## src/rtl/moore_counter_scheduler.sv

```systemverilog
// Round-robin scheduler that lends one shared 2-bit Moore counter
// to NREQ requesters: clear, run for a requested length, release.
module moore_counter_scheduler #(
    parameter int NREQ  = 4,
    parameter int LEN_W = 4
) (
    input  logic             clk,
    input  logic             reset,
    input  logic [NREQ-1:0]  req,
    input  logic [LEN_W-1:0] run_len,
    output logic [NREQ-1:0]  gnt,
    output logic             busy,
    output logic [1:0]       cnt,
    output logic             out,
    output logic             done,
    output logic             aborted
);

    localparam int IW = (NREQ > 1) ? $clog2(NREQ) : 1;
    localparam logic [IW:0] NREQ_W = (IW+1)'(NREQ);
    localparam logic [IW-1:0] LAST = IW'(NREQ - 1);
    localparam logic [LEN_W-1:0] ONE = LEN_W'(1);

    typedef enum logic [1:0] {
        S_IDLE,
        S_CLEAR,
        S_RUN,
        S_DONE
    } state_e;

    state_e           state_q, state_d;
    logic [IW-1:0]    ptr_q, ptr_d;
    logic [IW-1:0]    owner_q, owner_d;
    logic [LEN_W-1:0] rem_q, rem_d;
    logic [1:0]       cnt_q, cnt_d;
    logic             abort_q, abort_d;

    logic             found;
    logic [IW-1:0]    pick;
    logic [IW:0]      sum;
    logic [IW-1:0]    idx;
    logic             owner_req;
    logic             last_step;

    // First requester at or above ptr, wrapping past NREQ-1.
    always_comb begin
        found = 1'b0;
        pick  = '0;
        sum   = '0;
        idx   = '0;
        for (int i = 0; i < NREQ; i++) begin
            sum = {1'b0, ptr_q} + (IW+1)'(i);
            if (sum >= NREQ_W) begin
                sum = sum - NREQ_W;
            end
            idx = sum[IW-1:0];
            if (!found && req[idx]) begin
                found = 1'b1;
                pick  = idx;
            end
        end
    end

    assign owner_req = req[owner_q];
    assign last_step = (rem_q == ONE);

    always_ff @(posedge clk) begin
        if (reset) begin
            state_q <= S_IDLE;
        end else begin
            state_q <= state_d;
        end
    end

    always_comb begin
        state_d = state_q;
        unique case (state_q)
            S_IDLE: begin
                if (found) begin
                    state_d = S_CLEAR;
                end
            end
            S_CLEAR: state_d = S_RUN;
            S_RUN: begin
                if (!owner_req || last_step) begin
                    state_d = S_DONE;
                end
            end
            S_DONE:  state_d = S_IDLE;
            default: state_d = S_IDLE;
        endcase
    end

    always_ff @(posedge clk) begin
        if (reset) begin
            ptr_q   <= '0;
            owner_q <= '0;
            rem_q   <= '0;
            cnt_q   <= '0;
            abort_q <= 1'b0;
        end else begin
            ptr_q   <= ptr_d;
            owner_q <= owner_d;
            rem_q   <= rem_d;
            cnt_q   <= cnt_d;
            abort_q <= abort_d;
        end
    end

    always_comb begin
        ptr_d   = ptr_q;
        owner_d = owner_q;
        rem_d   = rem_q;
        cnt_d   = cnt_q;
        abort_d = abort_q;
        unique case (state_q)
            S_IDLE: begin
                cnt_d   = '0;
                abort_d = 1'b0;
                if (found) begin
                    owner_d = pick;
                    rem_d   = (run_len == '0) ? ONE : run_len;
                end
            end
            S_CLEAR: cnt_d = '0;
            S_RUN: begin
                // A dropped request wins over the normal end; cnt freezes.
                if (!owner_req) begin
                    abort_d = 1'b1;
                end else if (!last_step) begin
                    cnt_d = cnt_q + 2'd1;
                    rem_d = rem_q - ONE;
                end
            end
            S_DONE: begin
                cnt_d = '0;
                ptr_d = (owner_q == LAST) ? '0 : owner_q + IW'(1);
            end
            default: cnt_d = '0;
        endcase
    end

    always_comb begin
        gnt     = '0;
        busy    = 1'b0;
        out     = 1'b0;
        done    = 1'b0;
        aborted = 1'b0;
        cnt     = cnt_q;
        unique case (state_q)
            S_IDLE: ;
            S_CLEAR: begin
                busy = 1'b1;
                gnt  = {{(NREQ-1){1'b0}}, 1'b1} << owner_q;
            end
            S_RUN: begin
                busy = 1'b1;
                gnt  = {{(NREQ-1){1'b0}}, 1'b1} << owner_q;
                out  = (cnt_q == 2'b10);
            end
            S_DONE: begin
                busy    = 1'b1;
                gnt     = {{(NREQ-1){1'b0}}, 1'b1} << owner_q;
                done    = 1'b1;
                aborted = abort_q;
            end
            default: ;
        endcase
    end

endmodule

```

## config.mk

```make
export PLATFORM = sky130hd
export DESIGN_NAME = moore_counter_scheduler
export DESIGN_NICKNAME = d
export VERILOG_FILES = /design/src/rtl/moore_counter_scheduler.sv
export SDC_FILE = /design/constraint.sdc
export NUM_CORES = 1
export LEC_CHECK = 0
export ABC_AREA = 1
export CAP_MARGIN = 20
export CORE_MARGIN = 3
export CORE_UTILIZATION = 55
export CTS_CLUSTER_SIZE = 28
export DETAILED_ROUTE_END_ITERATION = 8
export PLACE_DENSITY = 0.83
export SYNTH_ARGS = -nofsm -noshare
export SYNTH_HDL_FRONTEND = slang
export SYNTH_SLANG_ARGS = --single-unit
```

## constraint.sdc

```tcl
create_clock -name clk -period 2.92 [get_ports clk]
set_clock_uncertainty 0.2 [all_clocks]
set_input_delay 0.876 -clock clk [delete_from_list [all_inputs] [get_ports clk]]
set_output_delay 0.876 -clock clk [all_outputs]
set_load 0.02 [all_outputs]
```

==> results of run 1 <==
==> worst reg2reg max path, delay by kind of cell, from the launching register on <==
kind             cells  cell delay, ps
AND/OR/NAND/NOR      9             990
flip-flops           1             590
==> power breakdown <==
group / switching, mW / leakage [nW] / internal [mW]
clock: 0.0641 / 0.0150 / 0.0533
combinational: 0.451 / 0.607 / 0.284
sequential: 0.0669 / 0.107 / 0.237
total: 0.582 / 0.729 / 0.574
==> final timing paths <==
path,startpoint,endpoint,slack [ps],cells after the start
setup / recovery,owner_q[0]$_SDFFE_PP0P_,gnt[2],90,5
hold / removal,abort_q$_SDFFE_PP0P_,abort_q$_SDFFE_PP0P_,280,2
setup reg to reg,ptr_q[0]$_SDFFE_PP0P_,rem_q[1]$_SDFFE_PP0P_,1060,9
hold reg to reg,abort_q$_SDFFE_PP0P_,abort_q$_SDFFE_PP0P_,280,2
==> routing by layer <==
metal,vias up,track usage (%)
met5,-,0
met4,0,10.76
met3,6,6.706
met2,31,36.27
met1,484,27.81
li1,593,-
==> kinds of logic (layout without fill, tap and decap cells) <==
family	count (synthesis)	after routing	synth area share (%)
DFF	13	13	23.45
adders and majority gates	10	10	11.27
buffers and inverters	31	53	11.72
and+or+nand+nor	99	99	42.28
xor gates and xnor gates	1	1	0.7893
AOI/OAI and AO/OA	23	23	10.48
==> synthesized netlist by cell type, drive strengths merged <==
library cell / instances / area, µm²
nand2: 61 / 261.5
inv: 28 / 110.1
nor2: 24 / 116.4
dfxtp: 13 / 260.3
a21oi: 11 / 55.05
o21ai: 11 / 55.05
ha: 10 / 125.1
nand3: 8 / 40.04
nand4: 3 / 33.78
buf: 2 / 16.26
a31oi: 1 / 6.260
clkinv: 1 / 3.750
nor3: 1 / 5.000
nor4: 1 / 6.260
or2: 1 / 6.260
xnor2: 1 / 8.760
==> state kept, by name (all words and copies together) (netlist names) <==
register	cells
state_q	2
owner_q	2
ptr_q	2
cnt	2
abort_q	1
rem_q	4
==> layout make-up <==
| cell class | count | area, µm² |
|---|---|---|
| Multi-Input combinational cell | 133 | 719.4 |
| Clock buffer | 4 | 26.28 |
| Tap cell | 25 | 31.28 |
| Fill cell | 170 | 464.2 |
| Timing Repair Buffer | 20 | 205.2 |
| Sequential cell | 13 | 260.3 |
| Inverter | 29 | 113.9 |
==> timing repair <==
action                     CTS  global route
resized for setup            0             3
setup buffers                0             0
setup endpoints to repair    0             3
==> stage by stage <==
| step | area, µm² | hold slack, ps |
|---|---|---|
| 2_1_floorplan | 1110 | 237.5 |
| 3_3_place_gp | 1323 | 255.4 |
| 3_5_place_dp | 1323 | 264.8 |
| 4_1_cts | 1349 | 276.3 |
| 5_1_grt | 1356 | 287.6 |
| 6_report | 1356 | 284.5 |
==> impl_summary.log, run 1 <==
INFO  metric initial_utilization = 60.96%
INFO  metric final_nets = 220
INFO  metric synth_cell_types = 24
INFO  metric achievable-frequency = 0.3536 GHz
INFO  metric fin_crit = 2828 ps
INFO  metric final_common_cell = nand2_1
INFO  metric critPathBufInv = 3
INFO  metric critPathTopFamily = buffers and inverters
INFO  metric row_count = 15
INFO  metric post-place-ws = 193.0 ps
INFO  metric arrival = 1750 ps
INFO  metric postSynthCellCount = 177
INFO  metric number_of_antenna_violations_at_the_first_check_in_global_routing = 0
INFO  metric p_leak = 0.7293 nW
INFO  metric drive_gt1_share = 12.06%
INFO  metric max_cap_viol_count = 0
INFO  metric final_util = 74.50%
INFO  metric detailroute.via_count = 1,114
INFO  metric timing.critical_path.required = 1840 ps
INFO  metric synth_nets = 197
INFO  metric worstPathCellList = inv_1, ha_1, inv_1, nor2_1, clkdlybuf4s50_1
INFO  metric drt_pass1_iterations = 4
INFO  metric die_y = 50.92 µm
INFO  metric dpl.hpwl = 2.024 mm
INFO  metric grt_setup_unrepaired = false
INFO  metric port-buffer-count = 19
INFO  metric fin_total_pwr = 1.156 mW
INFO  metric initial_drt_markers = 27
INFO  metric max_slew_margin = 71.12%
INFO  metric detail-route-antenna-nets = 0
INFO  metric hold_buffers = 0
INFO  metric clkLatencyLatePin = 300 ps
INFO  metric cts_htree_levels = 1
INFO  metric timing.critical_path.mode_cell = inv_1
INFO  metric numCtsBuffers = 3
INFO  metric place.detailed.instances = 220
INFO  metric routed.top_layer = met4
INFO  metric setup_total_negative_slack = 0 ps
INFO  metric die-width = 50.92 µm
INFO  metric grt_overflow_total = 0
INFO  metric critical_path_class = reg2out
INFO  metric wire_per_inst = 11.34 µm
INFO  metric met2RoutedLength = 1.149 mm
INFO  metric finalWeightedCongestion = 0.9432
INFO  metric ys.warnings.count = 0
INFO  metric ys_ff_latch = 13
INFO  metric min-delay-path-class = reg2reg
INFO  metric grt_pass1_vias = 1,083
INFO  metric sort_of_element_at_the_start_of_the_critical_path = flop
INFO  metric timing.final.ws_setup = 91.83 ps
INFO  metric synth_area = 1110 µm²
INFO  metric pin_count = 20
INFO  metric clock-root-buffer = clkbuf_4
INFO  metric clkSlewWorstSetupHoldPaths = 80 ps
INFO  metric global_route_wire_length_before_repair = 4.464 mm
INFO  metric wl_met1 = 1.163 mm
INFO  metric largest_net_degree_at_the_start_of_global_routing = 11
INFO  metric critPathCaptureType = output port
INFO  metric final_cell_count_no_fill = 224
INFO  metric critPathSlowestCell = clkdlybuf4s50_1
INFO  metric fp.coreArea = 1821 µm²
INFO  metric pwr_density_cell = 852.4 nW/µm²
INFO  metric setup-violations-final = 0
INFO  metric drcViolationCount = 0
INFO  metric wirelength = 2.540 mm
INFO  metric final_min_period_over_clock_period = 96.86%
INFO  metric synth.yosys.seq_area_share = 23.45%
INFO  metric run_status = finished, final reports clean
INFO  metric timing.final.hold_violations = 0
INFO  metric critPathMaxStageDelay = 530 ps
INFO  metric power.ir.vdd_worst = 0.5707 mV
INFO  metric clock_sinks = 13
INFO  metric critPathMaxFanout = 7
INFO  metric tightestPinTransition = 432.7 ps
INFO  metric dr_wl_met3 = 171 µm
INFO  metric cts_tree = built
INFO  metric area_delta_synth_final = 22.21%
INFO  metric area_enclosed_by_the_die_boundary = 2593 µm²
INFO  metric synth_area_per_cell = 6.270 µm²
INFO  metric gr-usage-all-layers = 22.75%
INFO  metric final_cell_mix = nand2_1 (50), inv_1 (26), nor2_1 (19)
INFO  metric report.final.slew_viol_count = 0
INFO  metric max-clock-path-buffers = 2
INFO  metric antenna-diode-count = 0
INFO  metric viasPerCell = 4.973
Note: power is estimated with default switching activity, not from simulation.
==> run 2, diff against run 1 <==
MAX_ROUTING_LAYER = met4   (was not set)
==> impl_summary.log, run 2 (synthesis gave the netlist of run 1 again) <==
INFO  metric max_cap_viol_count = 0
INFO  metric initial_drt_markers = 27
INFO  metric grt_overflow_total = 0
INFO  metric clock_sinks = 13
INFO  metric clock-root-buffer = clkbuf_4
INFO  metric hold-worst-slack = 284.5 ps
INFO  metric p_leak = 0.7293 nW
INFO  metric detailroute.via_count = 1,120
INFO  metric pwr_density_cell = 850.9 nW/µm²
INFO  metric critPathTopFamily = buffers and inverters
INFO  metric fin_crit = 2838 ps
INFO  metric area_delta_synth_final = 22.21%
INFO  metric die_y = 50.92 µm
INFO  metric port-buffer-count = 19
INFO  metric critical_path_class = reg2out
INFO  metric critPathBufInv = 3
INFO  metric drive_gt1_share = 12.06%
INFO  metric numCtsBuffers = 3
INFO  metric timing.critical_path.required = 1840 ps
INFO  metric timing.final.ws_setup = 81.88 ps
INFO  metric clkSlewWorstSetupHoldPaths = 80 ps
INFO  metric cts_htree_levels = 1
INFO  metric finalWeightedCongestion = 0.9602
INFO  metric arrival = 1760 ps
INFO  metric timing.final.hold_violations = 0
INFO  metric final_common_cell = nand2_1
INFO  metric row_count = 15
INFO  metric initial_utilization = 60.96%
INFO  metric power.ir.vdd_worst = 0.5705 mV
INFO  metric critPathSlowestCell = clkdlybuf4s50_1
INFO  metric wirelength = 2.546 mm
INFO  metric largest-register = rem_q
INFO  metric critPathMaxStageDelay = 530 ps
INFO  metric hold_buffers = 0
INFO  metric setup_total_negative_slack = 0 ps
INFO  metric gr-usage-all-layers = 23.41%
INFO  metric grt_setup_unrepaired = false
INFO  metric cts_tree = built
INFO  metric run_status = finished, final reports clean
INFO  metric wire_per_inst = 11.37 µm
INFO  metric dpl.hpwl = 2.024 mm
INFO  metric critPathMaxFanout = 7
INFO  metric fill_cells = 170
INFO  metric die-width = 50.92 µm
INFO  metric critPathCaptureType = output port
INFO  metric fp.coreArea = 1821 µm²
INFO  metric worstPathCellList = inv_1, ha_1, inv_1, nor2_1, clkdlybuf4s50_1
INFO  metric clkLatencyLatePin = 290 ps
INFO  metric footprint_of_the_multi_input_gates = 719.4 µm²
INFO  metric max-clock-path-buffers = 2
INFO  metric viasPerCell = 5.000
INFO  metric report.final.slew_viol_count = 0
INFO  metric final_nets = 220
INFO  metric area_enclosed_by_the_die_boundary = 2593 µm²
INFO  metric final_cell_mix = nand2_1 (50), inv_1 (26), nor2_1 (19)
INFO  metric sort_of_element_at_the_start_of_the_critical_path = flop
INFO  metric largest_reg_flops = 4
INFO  metric global_route_wire_length_before_repair = 4.478 mm
INFO  metric antenna-diode-count = 0
INFO  metric drcViolationCount = 0
INFO  metric detail-route-antenna-nets = 0
INFO  metric largest_net_degree_at_the_start_of_global_routing = 11
INFO  metric pin_count = 20
INFO  metric final-seq-area = 260.3 µm²
INFO  metric setup-violations-final = 0
INFO  metric tightestPinTransition = 432.1 ps
INFO  metric achievable-frequency = 0.3523 GHz
INFO  metric final_min_period_over_clock_period = 97.20%
INFO  metric max_slew_margin = 71.15%
INFO  metric ff_to_ff_setup_slack = 1070 ps
INFO  metric timing.critical_path.mode_cell = inv_1
INFO  metric min-delay-path-class = reg2reg
INFO  metric grt_pass1_vias = 1,082
INFO  metric post-place-ws = 193.0 ps
INFO  metric drt_pass1_iterations = 4
INFO  metric number_of_antenna_violations_at_the_first_check_in_global_routing = 0
==> run 2: final timing paths <==
path,endpoint,cells after the start,startpoint
max,gnt[2],5,owner_q[0]$_SDFFE_PP0P_
min reg2reg,abort_q$_SDFFE_PP0P_,2,abort_q$_SDFFE_PP0P_
max reg2reg,rem_q[1]$_SDFFE_PP0P_,9,ptr_q[0]$_SDFFE_PP0P_
min,abort_q$_SDFFE_PP0P_,2,abort_q$_SDFFE_PP0P_
==> run 2: area by class of cell <==
| cell class | count | area share [%] |
|---|---|---|
| multi-input combinational | 133 | 53.04 |
| sequential | 13 | 19.19 |
| timing repair buffer | 20 | 15.13 |
| inverter | 29 | 8.395 |
| tap | 25 | 2.306 |
| clock buffer | 4 | 1.937 |
==> run 2: what timing repair did <==
item,in CTS,in global routing
setup buffers,0,0
endpoints found under the setup margin,0,3
resized for setup,0,3
endpoints found under the hold margin,0,0
==> run 2: per-layer routing <==
layer | part of all wire [%] | wire (µm) | vias to the layer above | global-route usage (%)
met1 | 47 | 1186 | 490 | 27.99
met5 | 0 | 0 | - | -
met3 | 5.7 | 146 | 8 | 6.706
met2 | 45 | 1145 | 29 | 36.27
li1 | - | - | 593 | -
met4 | 2.7 | 68 | 0 | 10.76
==> run 2: power by group <==
| group | internal (mW) | total (mW) | leakage [nW] | switching (mW) |
|---|---|---|---|---|
| Clock | 0.0533 | 0.117 | 0.0150 | 0.0639 |
| Sequential | 0.237 | 0.305 | 0.107 | 0.0677 |
| Combinational | 0.282 | 0.732 | 0.607 | 0.450 |
==> run 2: metrics by stage <==
stage	area (µm²)	power (mW)	utilization, %	instances
2_1_floorplan	1110	0.8353	-	177
3_3_place_gp	1323	1.014	72.65	220
3_5_place_dp	1323	1.038	72.65	220
4_1_cts	1349	1.157	74.09	224
5_1_grt	1356	1.264	74.50	224
6_report	1356	1.154	74.50	224
==> run 2: worst reg2reg max path, cell delays in order (launching register included) <==
cell	delay, ps
dfxtp_1	590
nand2_1	140
nand3_1	140
nand2_2	120
nor2_8	160
nand4_4	130
nand2_4	120
nand2_1	60
nand2_1	70
nor2_2	40
